==> src/rtl/g_lshifter32_seq.sv <==
// g_lshifter32_seq: 32-bit logical left shifter that applies one barrel stage per clock.
// The lost output flags any set bit that is pushed out above bit 31.
module g_lshifter32_seq #(
   parameter int WIDTH  = 32,
   parameter int STAGES = 5
) (
   input  logic              clk,
   input  logic              rst,
   input  logic              start,
   input  logic [WIDTH-1:0]  in1,
   input  logic [STAGES-1:0] in2,
   output logic [WIDTH-1:0]  out,
   output logic              busy,
   output logic              done,
   output logic              lost
);
   typedef enum logic [1:0] {IDLE, SHIFT, DONE} state_t;
   state_t state, state_nx;
   logic [31:0] w, w_sh, w_nx;
   logic [4:0] a;
   logic [2:0] k;
   logic l, lo, l_nx, accept, k_last;
   assign accept = start && state != SHIFT;
   assign k_last = k == 3'd4;
   assign busy = state == SHIFT;
   assign done = state == DONE;
   // Stage k shifts by 2^k; lo collects the bits that stage would push out.
   always_comb begin
      w_sh = k == 3'd0 ? {w[30:0], 1'b0} :
             k == 3'd1 ? {w[29:0], 2'b0} :
             k == 3'd2 ? {w[27:0], 4'b0} :
             k == 3'd3 ? {w[23:0], 8'b0} : {w[15:0], 16'b0};
      lo = k == 3'd0 ? w[31] :
           k == 3'd1 ? |w[31:30] :
           k == 3'd2 ? |w[31:28] :
           k == 3'd3 ? |w[31:24] : |w[31:16];
      w_nx = a[k] ? w_sh : w;
      l_nx = l | (a[k] & lo);
      state_nx = state == SHIFT ? (k_last ? DONE : SHIFT) : (start ? SHIFT : IDLE);
   end
   always_ff @(posedge clk or posedge rst) begin
      if (rst) begin
         state <= IDLE;
         w <= '0;
         a <= '0;
         l <= 1'b0;
         k <= '0;
         out <= '0;
         lost <= 1'b0;
      end else begin
         state <= state_nx;
         if (accept) begin
            w <= in1;
            a <= in2;
            l <= 1'b0;
            k <= '0;
         end else if (state == SHIFT) begin
            w <= w_nx;
            l <= l_nx;
            k <= k_last ? 3'd0 : k + 3'd1;
            if (k_last) begin
               out <= w_nx;
               lost <= l_nx;
            end
         end
      end
   end
endmodule

==> config.mk <==
export PLATFORM = sky130hd
export DESIGN_NAME = g_lshifter32_seq
export DESIGN_NICKNAME = d
export VERILOG_FILES = /design/src/rtl/g_lshifter32_seq.sv
export SDC_FILE = /design/constraint.sdc
export NUM_CORES = 1
export LEC_CHECK = 0
export BUFFER_PORTS_ARGS = -buffer_cell sky130_fd_sc_hd__buf_2
export CORE_MARGIN = 1.5
export CORE_UTILIZATION = 45
export CTS_BUF_LIST = sky130_fd_sc_hd__clkbuf_2
export CTS_CLUSTER_SIZE = 25
export DETAILED_ROUTE_END_ITERATION = 6
export GPL_TIMING_DRIVEN = 0
export PLACE_DENSITY = 0.62
export SYNTH_ARGS = -nofsm -noshare
export SYNTH_HDL_FRONTEND = slang
export SYNTH_SLANG_ARGS = --single-unit
==> constraint.sdc <==
create_clock -name clk -period 7.1 [get_ports clk]
set_clock_uncertainty 0.2 [all_clocks]
set_input_delay 0.71 -clock clk [delete_from_list [all_inputs] [get_ports clk]]
set_output_delay 0.71 -clock clk [all_outputs]
set_load 0.1 [all_outputs]
# After elaboration in Yosys (flattened, before gate mapping)
# Cells that the tools add are included.
[totals]
output_inout_bits = 35
regBits = 76
inputBits = 40
word_cells = 48
[op_classes]
reduce_logical = 8
n_addsub = 1
mux = 21
bitwise = 3
magnitude_cmp = 1
n_eq_ne = 7
[ops]
columns = ["operator", "count"]
rows = [
  ["2-to-1 mux 32 bit", 7],
  ["OR reduction 16 bit", 1],
  ["2-to-1 mux 3 bit", 3],
  ["2-to-1 mux 1 bit", 8],
  ["OR reduction 8 bit", 1],
  ["equality test 3 x 2 -> 1 bit (second input constant)", 2],
  ["< comparator 3 x 4 -> 1 bit (second input constant)", 1],
  ["2-to-1 mux 2 bit", 2],
  ["OR reduction 4 bit", 1],
  ["adder 3 x 1 -> 3 bit (second input constant)", 1],
  ["binary-select mux 1 bit (select 3 bit)", 1],
  ["equality test 3 x 1 -> 1 bit (second input constant)", 1],
  ["equality test 3 bit (second input constant)", 1],
  ["zero test 3 bit", 1],
  ["AND reduction 3 bit", 1],
  ["equality test 2 x 1 -> 1 bit (second input constant)", 1],
  ["equality test 2 bit (second input constant)", 1],
  ["!= test 2 x 1 -> 1 bit (second input constant)", 1],
  ["nonzero test 2 bit", 1],
  ["OR reduction 2 bit", 1],
  ["bitwise AND 1 bit", 1],
  ["logical AND 1 bit", 1],
  ["inverter 1 bit", 1],
  ["bitwise OR 1 bit", 1],
]

# Logic depth before layout (Yosys ltp)
# Gate-level depths: netlist of run 1.
[logic_depth]
depth_word = 9
depth_mapped = 11

# Worst setup path before layout of run 1
# No wires, ideal clock.
[synth_path]
path_type = "flip-flop to output port"
start = "register state[1]"
end = "output port busy"
t_arrival_ps = 1767
stages_incl_launch_ff = 4
required_ps = 6190
setup_slack_ps = 4423
path_cell_list = "dfrtp_1 -> nand2b_1 -> inv_1 -> buf_1"
[synth_between]
elab_chain_len = 1
[synth_rtl]
columns = ["item", "line", "source"]
rows = [
  ["start: declaration", "18", "state_t state, state_nx;"],
  ["start signal: assignment", "51", "state <= state_nx;"],
  ["equality test 2 x 1 -> 1 bit", "25", "assign busy = state == SHIFT;"],
  ["end: declaration", "13", "output logic busy,"],
]
# No other way between the ends.

# Final worst setup path of run 1
[layout_path]
start = "register k[2]"
end = "register w[26]"
[layout_between]
elab_chain_len = 8
[layout_rtl]
columns = ["item", "line", "source"]
rows = [
  ["start: declaration", "21", "logic [2:0] k;"],
  ["start signal: assignment", "60", "k <= k_last ? 3'd0 : k + 3'd1;"],
  ["equality test 3 x 2 -> 1 bit", "32", "k == 3'd3 ? {w[23:0], 8'b0} : {w[15:0], 16'b0};"],
  ["2-to-1 mux 32 bit", "32", ""],
  ["2-to-1 mux 32 bit", "31", "k == 3'd2 ? {w[27:0], 4'b0} :"],
  ["2-to-1 mux 32 bit", "30", "k == 3'd1 ? {w[29:0], 2'b0} :"],
  ["2-to-1 mux 32 bit", "29", "w_sh = k == 3'd0 ? {w[30:0], 1'b0} :"],
  ["2-to-1 mux 32 bit (*)", "37", "w_nx = a[k] ? w_sh : w;"],
  ["2-to-1 mux 32 bit (*)", "57", "end else if (state == SHIFT) begin"],
  ["2-to-1 mux 32 bit (*)", "52", "if (accept) begin"],
  ["end signal: assignment", "53", "w <= in1;"],
  ["end signal: assignment", "58", "w <= w_nx;"],
  ["end: declaration", "19", "logic [31:0] w, w_sh, w_nx;"],
]
# Mark *: on every way between the ends. The rest lies on a longest branch, timed or not. The select of a mux whose other input is x is not followed.
# A chain may end at the register's enable or synchronous reset.

==> flow_summary_export.csv, run 1 <==
group,metric,value,unit
clocking,cts_sinks,76,
yosys,ys_seq_elements,76,
yosys,synth_cells,576,
route,viasPerCell,6.087,
critical_path,endpoint_kind,"register",
placed_design,gp_congestion,0.9615,
placed_design,place_area,5428,sq um
timing,hold_viol_final,0,
clocking,ctsLongestPathBuffers,2,
yosys,yosys_warnings,0,
critical_path,regToRegSetupSlack,3600,ps
critical_path,startpoint,"k[2]",
yosys,syn_area_per_cell,8.454,sq um
critical_path,cp-start-kind,"register",
route,drc,3,
route,drt_wl_total,17330,microns
critical_path,max_stage_delay,490,ps
yosys,synth.most_common_cell,"nand2_1",
global_route,grt_max_degree,40,
global_route,grt_antenna_before_repair,0,
clocking,post_cts_resized,0,
outcome,status,"complete, but fails checks",
final_layout,drive_gt1_share,17.09,%
final_layout,syn_to_final_growth,13.77,%
global_route,grt_pass1_vias,4735,
flow_run,drv_cap,0,
yosys,synth_top_area_cell,"dfrtp_1",
floorplan,die_w,107.0,microns
critical_path,critical_path.top_delay_family,"buffers and inverters",
yosys,synth_commonest_cells,"nand2_1, dfrtp_1, nor2_1, a21oi_1",
route,postRouteAntennaNets,0,
clocking,clock-root-buffer,"clkbuf_2",
final_layout,fin_nets,707,
timing,tightest_slew,784.8,ps
final_layout,stdcell_area,5540,sq um
route,wl_per_cell,21.58,microns
clocking,post_cts_buffers,0,
route,drtIter0Drc,396,
critical_path,worstPathArrival,3810,ps
clocking,htree_num_levels,3,
clocking,clk_latency,610,ps
route,dr.pass1.iters,7,
timing,maxSlewHeadroom,47.68,%
timing,fmax,285.4,MHz
critical_path,cp_data_required_time,7400,ps
timing,fin_crit_sh,49.35,%
yosys,synth_flop_cell,"dfrtp_1",
clocking,cts_tree,"built",
yosys,synth_top_area_share,39.05,%
worst_hold_path,hold_path_class,"input pin to register",
worst_hold_path,hp-start,"in2[4]",
clocking,cts_buffers,9,
floorplan,io_pins,75,
yosys,syn_nets,621,
yosys,syn-cell-area,4870,sq um
floorplan,num_rows,37,
placed_design,place.port_buffers,73,
floorplan,core_area,10420,sq um
floorplan,die_y,107.0,microns
yosys,synth_edf_count,0,
timing,rsz0062_at_grt,"no",
critical_path,worstSetupPathType,"register to register",
timing,setup-violations-final,0,
critical_path,cp_max_fo,10,
global_route,grt_overflow,0,
yosys,synth.area.top_cells,"dfrtp_1, nand2_1, mux2i_1, a21oi_1, a221o_1",
yosys,synthArstFlopShare,100.0,%
yosys,synth_seq_area_share,39.05,%
route,num_vias,4888,
yosys,yosysUniqueCellTypes,50,
critical_path,reg2reg_from,"k[2]",
outcome,violations,"DRC",
clocking,clk_pin_slew,230,ps
timing,fin_setup_tns,0,ps
global_route,grt.total_usage,31.30,%
floorplan,dieArea,11450,sq um
timing,slew_viol_final,0,
critical_path,path_buf_inv,5,
global_route,grt_pass1_wl,26590,microns
floorplan,initial_core_util,46.75,%
placed_design,dp_hpwl,12760,microns
critical_path,worstPathCellList,"buf_2 > inv_2 > clkbuf_1 > ha_1 > buf_2 > clkbuf_1 > o211ai_1 > a21oi_1 > a21oi_1 > a221o_1",
timing,period_needed,3504,ps
final_layout,n_antenna_cell,0,
critical_path,slowest_stage,"clkbuf_1",
[state kept, by name, summed over array words and instances, names as in the netlist]
name,flops
out,32
w,32
a,5
k,3
state,2
l,1
lost,1
[kinds of logic (layout without fill, tap and decap cells)]
kind of cell    count (synthesis)  count (layout)  share of synthesized area, %
compound gates                207             207                         31.65
fa+ha+maj                       5               5                         1.285
simple gates                  186             186                         16.47
flops                          76              76                         39.05
mux                            25              25                         5.139
buf+inv                        77             168                         6.398
[per-stage QoR]
stage / worst slack [ps] / std cells / hold WS, ps / utilization (%)
finish: 3596 / 803 / 83.45 / 53.19
global route: 3459 / 803 / 55.11 / 53.19
CTS: 3690 / 803 / 49.25 / 53.19
detailed placement: 3737 / 786 / 259.5 / 52.11
global placement: 3320 / 785 / 245.9 / 51.89
floorplan: 4252 / 576 / 245.0 / -
[final timing paths]
| path | end | cells after the start |
|---|---|---|
| min reg2reg | out[0] | 2 |
| min | a[4] | 3 |
| max | w[26] | 10 |
| max in group asynchronous | out[5] | 4 |
| max reg2reg | w[26] | 10 |
| min in group asynchronous | w[18] | 3 |
[tightest hold or removal path: stages]
cell	delay [ps]
buf_2	70
nand2_1	40
nand2_1	40
[cell usage in the layout, fill, tap and decap left out, types with 14 or more instances in the layout]
master	count
nor2_1	50
nand2_1	96
a21oi_1	44
mux2i_1	25
clkbuf_1	33
buf_2	82
inv_1	26
o21ai_0	33
a21o_1	17
a221o_1	21
dfrtp_1	76
nor2b_1	14
[repair_timing]
item                                    4_1_cts  5_1_grt
hold endpoints to repair                     37        0
endpoints found under the setup margin        0        0
hold buffers                                  1        0
[final cells by class]
cell class | instances | area [sq um]
Sequential cell | 76 | 1902
Timing Repair Buffer | 75 | 395.4
Fill cell | 1053 | 4876
Clock inverter | 7 | 57.56
Multi-Input combinational cell | 423 | 2656
Inverter | 28 | 107.6
Tap cell | 136 | 170.2
Clock buffer | 9 | 45.04
Buffer | 49 | 206.4
[metal layers]
layer / up-vias / global-route usage [%] / wire length, microns
li1: 2262 / - / -
met1: 2373 / 40.82 / 7456
met2: 215 / 48.32 / 7867
met3: 38 / 8.207 / 1460
met4: 0 / 14.48 / 548
met5: - / 0 / 0
Power of run 1 is left out: the tool's default activity adds up to more than one toggle a clock period on the data nets, which glitch-free logic cannot reach.
==> run 2: changes to the inputs <==
Settings changed: ABC_AREA from default to 1.
Clock period 7.1 ns to 3.5 ns, I/O delays scaled along.
==> run 2 against run 1 <==
  * The flow now finishes without violations
  * Critical path depth shrank 5
  * Non-clock buffer count up 33
  * Via count increased by 7.0%
  * Hold slack worse by 11 ps
  * Critical endpoint is now busy
  * Flip-flop and latch count unchanged
  * Cell count increased by 21%
  * Clock-buffer cell count did not move
  * Synthesized cell count grew 22%
  * Sequential share of layout area shrank 1.7 points
==> flow_summary_export.csv, run 2 <==
group,metric,value,unit
global_route,grt_antenna_before_repair,0,
critical_path,worst_r2r_endpoint,"out[18]",
yosys,synth_edf_count,0,
route,viasPerCell,5.402,
critical_path,cp-start-kind,"register",
clocking,ctsLongestPathBuffers,2,
yosys,synth_commonest_cells,"nand2_1, dfrtp_1, nand3_1, o21ai_0, inv_1",
placed_design,place.port_buffers,74,
route,drc,0,
final_layout,fin_util,56.45,%
yosys,synth.most_common_cell,"nand2_1",
timing,slew_viol_final,0,
yosys,syn-cell-area,4781,sq um
yosys,synthSimpleGateAreaFrac,32.43,%
route,drt_wl_total,16560,microns
final_layout,n_antenna_cell,0,
timing,fin_crit_sh,82.82,%
timing,maxSlewHeadroom,46.78,%
outcome,status,"finished, final reports clean",
critical_path,rr_worst_depth,7,
timing,fmax,345.0,MHz
floorplan,die_y,106.1,microns
critical_path,reg2reg_from,"k[1]",
global_route,grt_pass1_wl,26120,microns
clocking,cts_buffers,9,
yosys,synth.area.top_cells,"dfrtp_1, nand2_1, nand3_1, o21ai_0, inv_1",
yosys,synth_top_family_by_area,"simple AND/OR/NAND/NOR gates",
critical_path,worstPathCellList,"inv_1 > nand2_1 > inv_2 > buf_1 > buf_2",
clocking,clock-root-buffer,"clkbuf_2",
timing,fin_setup_tns,0,ps
critical_path,worstSetupPathType,"register to primary output",
placed_design,dp_hpwl,12220,microns
floorplan,initial_core_util,46.31,%
yosys,synth_compound_area_share,16.80,%
route,postRouteAntennaNets,0,
timing,rsz0062_at_grt,"no",
final_layout,drive_gt1_share,15.63,%
route,drtIter0Drc,398,
critical_path,max_stage_delay,530,ps
timing,tightest_slew,798.4,ps
clocking,cts_tree,"built",
yosys,yosys.area_share.adder,1.309,%
clocking,cts_sinks,76,
floorplan,die_w,106.1,microns
floorplan,core_area,10320,sq um
timing,hold_viol_final,0,
global_route,grt_overflow,0,
clocking,clk_pin_slew,230,ps
route,num_vias,5229,
critical_path,endpoint_kind,"primary output",
yosys,synth_xor_area_share,0,%
global_route,grt_max_degree,49,
critical_path,path_buf_inv,4,
yosys,yosysUniqueCellTypes,29,
final_layout,syn_to_final_growth,21.91,%
yosys,yosys_warnings,0,
route,dr.pass1.iters,5,
flow_run,drv_cap,0,
global_route,grt.total_usage,30.45,%
critical_path,critical_path.top_delay_family,"buffers and inverters",
worst_hold_path,hold_path_class,"input pin to asynchronous set/reset pin",
floorplan,dieArea,11250,sq um
route,wl_per_cell,17.10,microns
yosys,synth_cells,703,
yosys,synth_top_area_share,39.78,%
yosys,synth_seq_area_share,39.78,%
critical_path,cp_data_required_time,2950,ps
critical_path,regToRegSetupSlack,920,ps
timing,setup-violations-final,0,
yosys,synth_flop_cell,"dfrtp_1",
critical_path,slowest_stage,"buf_2",
yosys,synthArstFlopShare,100.0,%
final_layout,fin_nets,874,
global_route,grt_pass1_vias,4811,
yosys,ys_seq_elements,76,
critical_path,worstPathArrival,2350,ps
timing,period_needed,2899,ps
final_layout,final_cell_mix,"nand2_1, buf_2, dfrtp_1",
yosys,synth_top_area_cell,"dfrtp_1",
final_layout,top_regs,"out: 32 flops, w: 32 flops, a: 5 flops",
placed_design,gp_congestion,0.9417,
final_layout,final_common_cell,"nand2_1",
floorplan,num_rows,37,
yosys,syn_area_per_cell,6.801,sq um
placed_design,dp.cells,914,
clocking,clk_latency,570,ps
floorplan,io_pins,75,
yosys,muxShareOfSynthArea,0,%
clocking,htree_num_levels,3,
critical_path,cp_max_fo,10,
yosys,syn_nets,748,
final_layout,fin_cells,968,
[run 2: changes by cell type after synthesis, moves of 13 or more]
| cell | before | now |
|---|---|---|
| a21o_1 | 17 | 0 |
| a21oi_1 | 44 | 8 |
| a221o_1 | 21 | 0 |
| clkbuf_1 | 33 | 15 |
| inv_1 | 27 | 59 |
| mux2i_1 | 25 | 0 |
| nand2_1 | 96 | 246 |
| nand3_1 | 10 | 73 |
| nor2b_1 | 14 | 0 |
| o211ai_1 | 8 | 28 |
| o21ai_0 | 33 | 71 |
| o31ai_1 | 13 | 0 |
[run 2: layout make-up]
| class | instances | area (sq um) |
|---|---|---|
| Inverter | 65 | 249.0 |
| Timing Repair Buffer | 115 | 798.3 |
| Tap cell | 136 | 170.2 |
| Fill cell | 1011 | 4496 |
| Sequential cell | 76 | 1902 |
| Buffer | 42 | 216.5 |
| Multi-Input combinational cell | 520 | 2416 |
| Clock inverter | 5 | 31.28 |
| Clock buffer | 9 | 45.04 |
[run 2: worst register-to-register path: stages (launching register included)]
cell      delay, ps
dfrtp_1         450
inv_1           180
ha_1            240
nand2_1         100
nor2_2          450
clkbuf_1        670
nand3_1         170
nand2_1         100
[run 2: timing repair]
item / CTS / global route
gates resized for setup: 0 / 0
endpoints found under the hold margin: 114 / 0
hold buffers: 40 / 0
buffers inserted: 0 / 0
[run 2: worst max-delay path by stage]
stage	start	end	slack, ps	depth (start not counted)
after global routing	state[1]	busy	430	5
after CTS	state[1]	busy	570	5
after floorplan	rst	a[0]	1010	1
after detailed placement	k[0]	out[6]	1010	6
final	state[1]	busy	600	5
after global placement	rst	out[18]	60	2
[run 2: routing by layer]
metal  GRT usage [%]  routed length (microns)
met1           43.11                     7635
met2           48.14                     7543
met3           4.231                     1080
met4           9.846                      298
met5               0                        0
[run 2: metrics by stage]
stage	setup slack, ps	hold slack, ps	cell area [sq um]
after floorplan	1012	242.2	4781
after global placement	61.27	257.8	5321
after detailed placement	1015	176.1	5351
after CTS	571.3	70.84	5828
after global routing	427.5	83.71	5828
final	601.2	72.64	5828
[run 2: cell families after synthesis]
family	count (synthesis)
adders and majority gates	5
buffers and inverters	107
DFF	76
and+or+nand+nor	380
AOI/OAI and AO/OA	135
Power of run 2 is left out for the same reason.
